`src/rtl/instr_mem_loader.sv`:
```
// Operator-driven program loader: debounces a push button and writes one DIP-switch
// word per press into instruction memory, holding the CPU in reset for the whole session.
module instr_mem_loader #(
    parameter int ADDR_W          = 8,
    parameter int DATA_W          = 16,
    parameter int DEBOUNCE_CYCLES = 4,   // must be at least 2
    parameter int LAST_ADDR       = 255
) (
    input  logic              i_CLK,
    input  logic              i_RST,
    input  logic              i_START,
    input  logic              i_STROBE,
    input  logic              i_END,
    input  logic [DATA_W-1:0] i_DIP_DATA,
    output logic              o_MEM_WE,
    output logic [ADDR_W-1:0] o_MEM_ADDR,
    output logic [DATA_W-1:0] o_MEM_DATA,
    output logic              o_CPU_HOLD,
    output logic              o_DONE,
    output logic              o_FULL,
    output logic [ADDR_W:0]   o_WORD_COUNT
);

    localparam int CNT_W = $clog2(DEBOUNCE_CYCLES + 1);
    localparam logic [CNT_W-1:0]  DBC_MAX  = CNT_W'(DEBOUNCE_CYCLES);
    localparam logic [CNT_W-1:0]  DBC_ONE  = CNT_W'(1);
    localparam logic [ADDR_W-1:0] LAST     = ADDR_W'(LAST_ADDR);
    localparam logic [ADDR_W-1:0] PTR_ONE  = ADDR_W'(1);
    localparam logic [ADDR_W:0]   WORD_ONE = (ADDR_W + 1)'(1);

    typedef enum logic [2:0] {
        ST_IDLE,
        ST_ARMED,
        ST_DEBOUNCE,
        ST_WRITE,
        ST_WAIT_RELEASE,
        ST_FINISH
    } state_t;

    state_t            state_q;
    logic              sync1_q;
    logic              sync2_q;
    logic [CNT_W-1:0]  dbc_q;
    logic [ADDR_W-1:0] ptr_q;
    logic              mem_we_q;
    logic [ADDR_W-1:0] mem_addr_q;
    logic [DATA_W-1:0] mem_data_q;
    logic              hold_q;
    logic              done_q;
    logic              full_q;
    logic [ADDR_W:0]   count_q;

    logic [CNT_W-1:0]  dbc_inc_d;
    logic [ADDR_W-1:0] ptr_inc_d;
    logic [ADDR_W:0]   count_inc_d;

    assign dbc_inc_d   = dbc_q + DBC_ONE;
    assign ptr_inc_d   = ptr_q + PTR_ONE;
    assign count_inc_d = count_q + WORD_ONE;

    // The same counter serves press debounce and release debounce; the two never overlap.
    always_ff @(posedge i_CLK) begin
        if (!i_RST) begin
            state_q    <= ST_IDLE;
            sync1_q    <= 1'b0;
            sync2_q    <= 1'b0;
            dbc_q      <= '0;
            ptr_q      <= '0;
            mem_we_q   <= 1'b0;
            mem_addr_q <= '0;
            mem_data_q <= '0;
            hold_q     <= 1'b0;
            done_q     <= 1'b0;
            full_q     <= 1'b0;
            count_q    <= '0;
        end else begin
            sync1_q  <= i_STROBE;
            sync2_q  <= sync1_q;
            mem_we_q <= 1'b0;
            done_q   <= 1'b0;

            case (state_q)
                ST_IDLE: begin
                    hold_q <= 1'b0;
                    if (i_START) begin
                        state_q <= ST_ARMED;
                        hold_q  <= 1'b1;
                        ptr_q   <= '0;
                        count_q <= '0;
                        full_q  <= 1'b0;
                    end
                end

                ST_ARMED: begin
                    if (i_END) begin
                        state_q <= ST_FINISH;
                        done_q  <= 1'b1;
                    end else if (sync2_q) begin
                        state_q <= ST_DEBOUNCE;
                        dbc_q   <= DBC_ONE;
                    end
                end

                // END is deliberately not looked at here; a held END wins once back in ARMED.
                ST_DEBOUNCE: begin
                    if (!sync2_q) begin
                        state_q <= ST_ARMED;
                    end else if (dbc_inc_d == DBC_MAX) begin
                        state_q    <= ST_WRITE;
                        mem_we_q   <= 1'b1;
                        mem_addr_q <= ptr_q;
                        mem_data_q <= i_DIP_DATA;
                    end else begin
                        dbc_q <= dbc_inc_d;
                    end
                end

                ST_WRITE: begin
                    count_q <= count_inc_d;
                    if (ptr_q == LAST) begin
                        full_q  <= 1'b1;
                        state_q <= ST_FINISH;
                        done_q  <= 1'b1;
                    end else begin
                        ptr_q   <= ptr_inc_d;
                        dbc_q   <= '0;
                        state_q <= ST_WAIT_RELEASE;
                    end
                end

                ST_WAIT_RELEASE: begin
                    if (i_END) begin
                        state_q <= ST_FINISH;
                        done_q  <= 1'b1;
                    end else if (sync2_q) begin
                        dbc_q <= '0;
                    end else if (dbc_inc_d == DBC_MAX) begin
                        state_q <= ST_ARMED;
                    end else begin
                        dbc_q <= dbc_inc_d;
                    end
                end

                ST_FINISH: begin
                    hold_q  <= 1'b0;
                    state_q <= ST_IDLE;
                end

                default: begin
                    state_q <= ST_IDLE;
                    hold_q  <= 1'b0;
                end
            endcase
        end
    end

    assign o_MEM_WE     = mem_we_q;
    assign o_MEM_ADDR   = mem_addr_q;
    assign o_MEM_DATA   = mem_data_q;
    assign o_CPU_HOLD   = hold_q;
    assign o_DONE       = done_q;
    assign o_FULL       = full_q;
    assign o_WORD_COUNT = count_q;

endmodule

```
`config.mk`:
```
export PLATFORM = sky130hd
export DESIGN_NAME = instr_mem_loader
export DESIGN_NICKNAME = d
export VERILOG_FILES = /design/src/rtl/instr_mem_loader.sv
export SDC_FILE = /design/constraint.sdc
export NUM_CORES = 1
export LEC_CHECK = 0
export ABC_AREA = 1
export BUFFER_PORTS_ARGS = -buffer_cell sky130_fd_sc_hd__buf_2
export CAP_MARGIN = 20
export CELL_PAD_IN_SITES_DETAIL_PLACEMENT = 1
export CELL_PAD_IN_SITES_GLOBAL_PLACEMENT = 2
export CORE_AREA = 5 5 88 106
export DETAILED_ROUTE_END_ITERATION = 12
export DIE_AREA = 0 0 93 111
export HOLD_SLACK_MARGIN = 0.15
export PLACE_DENSITY_LB_ADDON = 0.1
export RECOVER_POWER = 25
export SLEW_MARGIN = 30
export SYNTH_ARGS = -nofsm -noshare
export SYNTH_HDL_FRONTEND = slang
export SYNTH_SLANG_ARGS = --single-unit
```
`constraint.sdc`:
```
create_clock -name i_CLK -period 2.48 [get_ports i_CLK]
set_clock_uncertainty 0.15 [all_clocks]
set_input_delay 0.372 -clock i_CLK [delete_from_list [all_inputs] [get_ports i_CLK]]
set_output_delay 0.372 -clock i_CLK [all_outputs]
set_load 0.02 [all_outputs]
```
### Yosys cells after proc, flatten, opt, wreduce, memory -nomap -nowiden

Cells that the tools add are included.

| storage, ports and cells | value |
|---|---|
| output and inout bits | 37 |
| flip-flop bits (word level) | 53 |
| input bits | 21 |

| operators by class | value |
|---|---|
| reductions and logical operators | 12 |
| eq/ne operators | 17 |
| $add $sub $neg | 3 |
| multiplexer cells | 32 |

Operators by type and width:

| kind | number |
|---|---|
| 3-bit 2-to-1 mux | 15 |
| 9-bit one-hot mux with 2 select lines | 1 |
| 8-bit 2-to-1 mux | 2 |
| 8-bit one-hot mux with 2 select lines | 1 |
| 3-bit one-hot mux with 5 select lines | 1 |
| 2-bit != test (second input constant) | 7 |
| 3-bit != test (second input constant) | 4 |
| 3-bit one-hot mux with 4 select lines | 1 |
| 3-bit AND reduction | 4 |
| 9-bit by 1-bit adder with 9-bit output (second input constant) | 1 |
| 9-bit 2-to-1 mux | 1 |
| 8-bit by 1-bit adder with 8-bit output (second input constant) | 1 |
| 8-bit == test (second input constant) | 1 |
| 1-bit 2-to-1 mux | 7 |
| 3-bit by 2-bit == test with 1-bit output (second input constant) | 2 |
| 3-bit == test (second input constant) | 2 |
| 1-bit one-hot mux with 2 select lines | 3 |
| 6-bit AND reduction | 1 |
| 5-bit AND reduction | 1 |
| 4-bit nonzero test | 1 |
| 4-bit OR reduction | 1 |
| 3-bit by 1-bit adder with 3-bit output (second input constant) | 1 |
| 3-bit by 1-bit == test with 1-bit output (second input constant) | 1 |
| 3-bit logical NOT | 1 |
| 3 further kinds | 3 |

### Depth between registers and ports, before layout

Gate-level depths: netlist of run 1.

| depth | value |
|---|---|
| word-level depth | 6 |
| mapped depth | 11 |
| mapped depth without buffers | 11 |

### Worst setup path before layout of run 1

Ideal clock, no wire load.

| path | value |
|---|---|
| path type | register to register |
| start | register dbc_q[0] |
| end | register mem_addr_q[2] (netlist: o_MEM_ADDR[2]) |
| arrival time | 1380 ps |
| data required time | 2214 ps |
| setup slack | 835 ps |
| cell stages (with the launch flop) | 12 |
| period minus slack after synthesis | 1645 ps |
| path buffers | 1 |
| library setup time | 116 ps |
| cells stage by stage | dfxtp_1 -> ha_1 -> inv_1 -> nand2_1 -> nand2_1 -> nor2_1 -> inv_1 -> nor2_8 -> inv_4 -> buf_6 -> nor2_1 -> nor2_1 |

| between the ends | value |
|---|---|
| cells in the longest elaborated chain, start to end | 3 |

RTL lines:

| what | line | text |
|---|---|---|
| start, declared | 43 | `logic [CNT_W-1:0] dbc_q;` |
| start signal, assigned | 114 | `dbc_q <= dbc_inc_d;` |
| start signal, assigned | 140 | `dbc_q <= dbc_inc_d;` |
| 3-bit by 1-bit adder with 3-bit output | 57 | `assign dbc_inc_d = dbc_q + DBC_ONE;` |
| 3-bit == test | 108 | `end else if (dbc_inc_d == DBC_MAX) begin` |
| 3-bit AND reduction (no line) | - |  |
| end signal, assigned | 111 | `mem_addr_q <= ptr_q;` |
| end, declared | 46 | `logic [ADDR_W-1:0] mem_addr_q;` |

Every way passes these cells.
A chain may end at the register's enable or synchronous reset.

### Worst setup path after layout of run 1

| path | value |
|---|---|
| start | register dbc_q[0] |
| end | register mem_data_q[15] (netlist: o_MEM_DATA[15]) |

| between the ends | value |
|---|---|
| cells in the longest elaborated chain, start to end | 3 |

RTL lines:

| what | line | text |
|---|---|---|
| 3-bit by 1-bit adder with 3-bit output | 57 |  |
| 3-bit == test | 108 |  |
| 3-bit AND reduction (no line) | - |  |
| end signal, assigned | 112 | `mem_data_q <= i_DIP_DATA;` |
| end, declared | 47 | `logic [DATA_W-1:0] mem_data_q;` |

Every way passes these cells.

==> tab_implementation.tex, run 1 <==
\begin{tabular}{lr}
\hline
Metric & Value \\
\hline
\multicolumn{2}{l}{\textbf{Placement}} \\
Final weighted congestion of routability-driven global placement & around 0.76 \\
Hpwl dp & between 5000 and 6000 um \\
Number of I/O port buffers & between 50 and 60 \\
Cell area reported after detailed placement & approximately 2800 um\^{}2 \\
\multicolumn{2}{l}{\textbf{Pwr}} \\
Lkg Pwr & between 0.001 and 0.0015 uW \\
Sequential group share of total power & 0.474 \\
Power density normalized to cell area & approximately 670 nW/um\^{}2 \\
Switching component of the power & about 750 uW \\
Switching power as a share of total power & 0.3678 \\
Int Power & $\sim$1300 uW \\
Clock network power share & 0.244 \\
Logic pwr share & 0.281 \\
IR Drop Worst-Case VDD & roughly 0.25 mV \\
\multicolumn{2}{l}{\textbf{Worst setup path}} \\
Endpoint of the worst register-to-register path & o\_MEM\_DATA[15]\$\_SDFFE\_PN0P\_ \\
Setup Crit Path Kind & reg -> reg \\
Worst Setup End Kind & flip-flop \\
Crit path required time & 2.58 ns \\
Count of cells along the worst register-to-register path & 10 \\
Max FO, Critical Path & 20 \\
Kind of launch point of the worst setup path & flip-flop \\
Beginning of the worst register-to-register path & dbc\_q[0]\$\_SDFFE\_PN0P\_ \\
Critical path arrival & around 2.1 ns \\
Slack of the worst reg-to-reg path & 0.46 ns \\
\multicolumn{2}{l}{\textbf{Synth}} \\
Register area share after synthesis & 0.4298 \\
Synth cell types & 28 \\
Mapped Cells & between 300 and 400 \\
Dominant cell type by area after synthesis & dfxtp\_1 \\
Total standard cell area after synthesis & approximately 2500 um\^{}2 \\
Post-Synthesis Net Count & 373 \\
Synthesis Warnings & 0 \\
Cell types with the largest area share after synthesis & dfxtp\_1, nor2\_1, nand2\_1 \\
Yosys reg bits & 53 \\
Average footprint of a synthesized cell & around 7 um\^{}2 \\
Synth top area share & 0.4298 \\
\multicolumn{2}{l}{\textbf{CTS}} \\
Deepest clock path buffer count & 2 \\
Num CTS Buffers & 5 \\
Clock latency on the worst-skew pair & roughly 0.31 ns \\
Post-CTS Repair Setup Buffers & 0 \\
Clock tree root buffer cell & clkbuf\_8 \\
H-tree Lvls & 2 \\
Worst-path clk slew & roughly 0.10 ns \\
Number of sinks on the clock net & 53 \\
Clock tree from TritonCTS & yes \\
\multicolumn{2}{l}{\textbf{Global routing}} \\
Gr usage total & 0.1393 \\
Wire length of the first global-routing pass & around 12000 um \\
Pin count of the biggest net entering global routing & 29 \\
Total gr overflow & 0 \\
Initial antenna violation count & 0 \\
Via count of the first global-routing pass & between 2000 and 2500 \\
\multicolumn{2}{l}{\textbf{Floorplan}} \\
Die width & $\sim$93 um \\
Initial core utilization & 0.3045 \\
Total Die Area & 10320 um\^{}2 \\
Placement Rows & 36 \\
Die Ht & roughly 110 um \\
Boundary Pins & a little under 60 \\
CORE AREA & just over 8000 um\^{}2 \\
\multicolumn{2}{l}{\textbf{Timing}} \\
Max-slew violation count & 0 \\
Slew headroom & 0.3327 \\
Final hold violation count & 0 \\
Setup Total Neg Slack & 0 ns \\
Setup repair after global routing missed its margin & no \\
Worst slew pin tran & around 1.0 ns \\
Clock period minus worst slack & slightly above 2 ns \\
Part of the cycle the worst path needs & 0.8145 \\
Setup Viol. Count Final & 0 \\
Max Freq & 495.1 MHz \\
\multicolumn{2}{l}{\textbf{Routing}} \\
Detail-routed net length per standard cell & about 13 um \\
Vias/cell & between 4 and 5 \\
First-iteration detailed-routing DRC count & a little over 50 \\
Via count & roughly 2400 \\
Highest metal layer with signal wires & met4 \\
Post-route DRC & 0 \\
Routed metal-1 wirelength & approximately 3100 um \\
Total met2 wirelength after detailed routing & roughly 3300 um \\
Amount of wire on met3 after detailed routing & approximately 260 um \\
Overall routed net length & approximately 7000 um \\
Final antenna-violating net count & 0 \\
First drt pass iteration count & 4 \\
\multicolumn{2}{l}{\textbf{Cells and area}} \\
Most frequent standard cell in the layout excluding fill and tap cells & nor2\_1 \\
Ant. Diodes & 0 \\
Commonest cells after routing, fill and taps aside & nor2\_1, nand2\_1, dfxtp\_1, buf\_2, inv\_1 \\
Layout Nets & around 450 \\
Layout overhead on the synthesized area & 23.16\% \\
Final cell area excluding filler cells & approximately 3000 um\^{}2 \\
Share of cells above drive strength 1 & 0.1659 \\
\multicolumn{2}{l}{\textbf{Hold path}} \\
HP Start & sync1\_q\$\_SDFF\_PN0\_ \\
Worst hold path depth & 2 \\
Worst Hold Path EP & sync2\_q\$\_SDFF\_PN0\_ \\
Class of the most critical hold timing path & reg -> reg \\
\multicolumn{2}{l}{\textbf{Run}} \\
Max Cap Viol & 0 \\
\multicolumn{2}{l}{\textbf{Outcome}} \\
Outcome & finished clean \\
\hline
\end{tabular}
-- power by group through the flow --
stage | sequential (uW) | combinational [uW] | clock, uW
finish | 966 | 573 | 498
global route | 972 | 664 | 556
floorplan | 962 | 451 | 0
global placement | 986 | 576 | 0
detailed placement | 986 | 572 | 0
CTS | 966 | 595 | 535
-- synthesized netlist by cell type --
library cell / instances
inv_1: 32
or2_2: 2
xnor2_1: 1
buf_2: 2
nand2_2: 6
nor2_2: 6
inv_4: 2
nor3_1: 1
nand4_1: 6
inv_6: 1
nor3b_1: 1
nor2_8: 1
clkbuf_1: 4
dfxtp_1: 53
ha_1: 4
o211ai_1: 1
o21bai_1: 1
o21ai_0: 28
buf_6: 5
nand2_4: 2
a21oi_1: 23
o21ai_1: 6
nand2_1: 57
and3_1: 1
inv_2: 2
nor2_4: 2
nand3_1: 22
nor2_1: 76
-- cell families (layout without fill, tap and decap cells) --
kind of cell | after synthesis | after routing | synth area share
fa+ha+maj | 4 | 4 | 0.02027
simple gates | 183 | 183 | 0.3315
xor+xnor | 1 | 1 | 0.003549
compound gates | 59 | 59 | 0.1216
buf+inv | 48 | 122 | 0.09326
flops | 53 | 53 | 0.4298
-- state kept, by name (all words and copies together) (netlist names) --
signal,count
o_MEM_ADDR,8
ptr_q,8
sync1_q,1
o_DONE,1
sync2_q,1
o_MEM_WE,1
o_WORD_COUNT,9
o_MEM_DATA,16
o_FULL,1
state_q,3
o_CPU_HOLD,1
dbc_q,3
-- repair_timing --
action / in CTS / in global routing
endpoints found under the setup margin: 0 / 0
resized for setup: 0 / 0
endpoints found under the hold margin: 17 / 0
hold buffers: 17 / 0
-- how the worst max path moves through the flow --
stage / start / endpoint / cells after the start
after CTS: dbc_q[0]$_SDFFE_PN0P_ / o_MEM_DATA[15]$_SDFFE_PN0P_ / 10
after floorplan: dbc_q[0]$_SDFFE_PN0P_ / o_MEM_ADDR[2]$_SDFFE_PN0P_ / 11
after global placement: dbc_q[0]$_SDFFE_PN0P_ / o_MEM_ADDR[4]$_SDFFE_PN0P_ / 10
after detailed placement: dbc_q[0]$_SDFFE_PN0P_ / o_MEM_ADDR[4]$_SDFFE_PN0P_ / 10
final: dbc_q[0]$_SDFFE_PN0P_ / o_MEM_DATA[15]$_SDFFE_PN0P_ / 10
after global routing: dbc_q[0]$_SDFFE_PN0P_ / o_MEM_DATA[13]$_SDFFE_PN0P_ / 10
-- final cells by class --
| class | instances | area, um^2 |
|---|---|---|
| Timing Repair Buffer | 77 | 447.9 |
| Multi-Input combinational cell | 247 | 1177 |
| Clock buffer | 5 | 68.82 |
| Inverter | 37 | 148.9 |
| Fill cell | 1082 | 5067 |
| Clock inverter | 3 | 17.52 |
| Sequential cell | 53 | 1061 |
| Tap cell | 95 | 118.9 |
-- per-stage QoR --
step | worst slack, ns | hold slack [ns] | total power [uW] | util | std cells
5_1_grt | 0.2176 | 0.3294 | 2192 | 0.3750 | 517
2_1_floorplan | 0.8346 | 0.2405 | 1413 | - | 348
6_report | 0.4600 | 0.2751 | 2037 | 0.3750 | 517
3_3_place_gp | 0.5880 | 0.2470 | 1563 | 0.3471 | 492
4_1_cts | 0.4777 | 0.2578 | 2096 | 0.3787 | 517
3_5_place_dp | 0.5149 | 0.2556 | 1558 | 0.3471 | 492
-- critical path, cell delays in order (launching register included) --
cell	delay, ns
dfxtp_1	0.39
ha_1	0.18
inv_1	0.04
nand2_1	0.05
nand2_1	0.06
nor2_1	0.18
inv_1	0.18
nor2_8	0.27
buf_4	0.22
o21ai_0	0.09
nor2_1	0.14
-- routing by layer --
metal  vias up  track usage
met1      1111       0.1670
li1       1251            -
met3         7      0.03462
met4         0      0.04399
met2        36       0.2412
met5         -            0
(Power assumes the default switching activity.)
==> run 2: changes to the inputs <==
- CORE_AREA: 5 5 88 106 -> 5 5 91 110
- DIE_AREA: 0 0 93 111 -> 0 0 96 115
- clock period: 2.48 -> 2 ns (I/O delays scaled with it)
==> tab_implementation.tex, run 2 (synthesis gave the netlist of run 1 again) <==
\begin{tabular}{lr}
\hline
Metric & Value \\
\hline
\multicolumn{2}{l}{\textbf{Outcome}} \\
Outcome & finished clean \\
\multicolumn{2}{l}{\textbf{Cells and area}} \\
Final cell area excluding filler cells & approximately 3100 um\^{}2 \\
Fill cell count & $\sim$1200 \\
Most frequent standard cell in the layout excluding fill and tap cells & nor2\_1 \\
Max reg flops & 16 \\
Layout Nets & between 400 and 500 \\
Commonest cells after routing, fill and taps aside & nor2\_1, nand2\_1, dfxtp\_1, buf\_2, inv\_1 \\
Layout overhead on the synthesized area & 26.96\% \\
Ant. Diodes & 0 \\
Storage cell area & roughly 1100 um\^{}2 \\
Share of cells above drive strength 1 & 0.1769 \\
Multi-input logic area & between 1000 and 1500 um\^{}2 \\
\multicolumn{2}{l}{\textbf{Routing}} \\
Via count & approximately 2400 \\
First drt pass iteration count & 4 \\
Final antenna-violating net count & 0 \\
Detail-routed net length per standard cell & between 10 and 15 um \\
Overall routed net length & between 6000 and 7000 um \\
First-iteration detailed-routing DRC count & 68 \\
Post-route DRC & 0 \\
Vias/cell & between 4 and 5 \\
\multicolumn{2}{l}{\textbf{Floorplan}} \\
Total Die Area & roughly 11000 um\^{}2 \\
CORE AREA & around 8800 um\^{}2 \\
Die width & 96 um \\
Initial core utilization & 0.2791 \\
Placement Rows & 38 \\
Boundary Pins & 58 \\
Die Ht & roughly 120 um \\
\multicolumn{2}{l}{\textbf{Hold path}} \\
Worst Hold Path EP & sync2\_q\$\_SDFF\_PN0\_ \\
Worst hold path depth & 2 \\
Class of the most critical hold timing path & reg -> reg \\
HP Start & sync1\_q\$\_SDFF\_PN0\_ \\
\multicolumn{2}{l}{\textbf{Placement}} \\
Hpwl dp & 5201 um \\
Worst slack after detailed placement & around 0.14 ns \\
Final weighted congestion of routability-driven global placement & roughly 0.75 \\
Number of I/O port buffers & between 50 and 60 \\
Cell area reported after detailed placement & around 2900 um\^{}2 \\
\multicolumn{2}{l}{\textbf{CTS}} \\
Clock tree from TritonCTS & yes \\
Clock latency on the worst-skew pair & 0.31 ns \\
Number of sinks on the clock net & 53 \\
Post-CTS Repair Setup Buffers & 0 \\
Num CTS Buffers & 5 \\
H-tree Lvls & 2 \\
Deepest clock path buffer count & 2 \\
Clock tree root buffer cell & clkbuf\_8 \\
Worst-path clk slew & 0.10 ns \\
\multicolumn{2}{l}{\textbf{Worst setup path}} \\
Critical path arrival & about 1.9 ns \\
Slowest CP cell & dfxtp\_1 \\
Endpoint of the worst register-to-register path & o\_MEM\_ADDR[0]\$\_SDFFE\_PN0P\_ \\
Worst Setup End Kind & flip-flop \\
Setup Crit Path Kind & reg -> reg \\
Ordered cell list for the critical path & ha\_1 > inv\_1 > nand2\_1 > nand2\_1 > nor2\_2 > inv\_2 > nor2\_8 > buf\_12 > o21ai\_0 > a21oi\_1 \\
Launching instance or port of the critical path & dbc\_q[0]\$\_SDFFE\_PN0P\_ \\
Crit path required time & 2.09 ns \\
Crit path largest cell delay & 0.40 ns \\
Max FO, Critical Path & 24 \\
Buffers and inverters on the worst path & 3 \\
Slack of the worst reg-to-reg path & 0.24 ns \\
Top Family by Delay on Critical Path & simple AND/OR/NAND/NOR gates \\
Count of cells along the worst register-to-register path & 10 \\
Cell type with the highest occurrence count on the critical path & nand2\_1 \\
Kind of launch point of the worst setup path & flip-flop \\
Beginning of the worst register-to-register path & dbc\_q[0]\$\_SDFFE\_PN0P\_ \\
\multicolumn{2}{l}{\textbf{Global routing}} \\
Via count of the first global-routing pass & approximately 2500 \\
Initial antenna violation count & 0 \\
Wire length of the first global-routing pass & $\sim$12000 um \\
Fraction of met3 tracks used by global routing & 0.03272 \\
Met2 global-route usage & 0.2487 \\
Global-route track usage on met1 & 0.1612 \\
Total gr overflow & 0 \\
Pin count of the biggest net entering global routing & 30 \\
Highest-utilization routing layer at the global route stage & met2 \\
Gr usage total & 0.1377 \\
\multicolumn{2}{l}{\textbf{Pwr}} \\
IR Drop Worst-Case VDD & approximately 0.25 mV \\
Overall power consumption & between 2000 and 3000 uW \\
Lkg Pwr & around 0.0014 uW \\
Power density normalized to cell area & 848.2 nW/um\^{}2 \\
\multicolumn{2}{l}{\textbf{Timing}} \\
Worst slew pin tran & 0.6746 ns \\
Worst Slack Setup Final & $\sim$0.24 ns \\
Slew headroom & 0.5503 \\
Hold Worst Slack & approximately 0.28 ns \\
Setup Viol. Count Final & 0 \\
Final hold violation count & 0 \\
Max Freq & between 500 and 600 MHz \\
Max-slew violation count & 0 \\
Clock period minus worst slack & between 1.5 and 2 ns \\
Part of the cycle the worst path needs & 0.8814 \\
Setup Total Neg Slack & 0 ns \\
Setup repair after global routing missed its margin & no \\
\multicolumn{2}{l}{\textbf{Run}} \\
Max Cap Viol & 0 \\
\hline
\end{tabular}
-- run 2: changes by cell type in the layout (fill, tap and decap cells not counted) --
cell	change
clkbuf_1	-1
inv_1	-1
nor2_2	+1
clkinv_2	-2
clkinv_4	+1
buf_4	+2
buf_12	+1
nor2_1	-1
inv_2	+1
bufinv_16	+1
-- run 2: through the flow --
stage               utilization  instances
detailed placement       0.3248        519
CTS                      0.3571        544
finish                   0.3544        544
floorplan                     -        348
global route             0.3544        544
global placement         0.3248        519
-- run 2: worst min-delay path, cell delays in order (launching register included) --
cell and delay (ns):
dfxtp_1 0.31, nand2_1 0.05, inv_1 0.03
-- run 2: per-layer routing --
layer  share of wire  vias up
li1                -     1262
met1            0.46     1080
met2            0.50       38
met3           0.036        6
met4           0.011        0
met5               0        -
-- run 2: worst max path at each step --
stage / cells past startpoint / slack (ns) / end
after floorplan: 11 / 0.35 / o_MEM_ADDR[2]$_SDFFE_PN0P_
after global placement: 10 / 0.11 / o_MEM_ADDR[0]$_SDFFE_PN0P_
after detailed placement: 10 / 0.14 / o_MEM_ADDR[5]$_SDFFE_PN0P_
after CTS: 10 / 0.11 / o_MEM_ADDR[0]$_SDFFE_PN0P_
after global routing: 10 / 0.05 / o_MEM_ADDR[1]$_SDFFE_PN0P_
final: 10 / 0.24 / o_MEM_ADDR[0]$_SDFFE_PN0P_
-- run 2: repair_timing --
item	CTS	global route
endpoints found under the setup margin	0	15
hold buffers	17	0
gates resized for setup	0	2
hold endpoints to repair	17	0
-- run 2: layout make-up --
cell class / count / area share
well taps: 120 / 0.04790
clock buffers: 5 / 0.02196
repair buffers: 79 / 0.1529
inverters: 37 / 0.04750
multi-input cells: 247 / 0.3764
flip-flops and latches: 53 / 0.3385
clock inverters: 3 / 0.01477
-- run 2: report_power, final --
part	total (uW)	switching, uW	internal [uW]	leakage [uW]
combinational	715	471	243	0.000962
sequential	1190	80.8	1110	0.000429
clock	750	375	375	0.0000543
total	2660	927	1730	0.00144
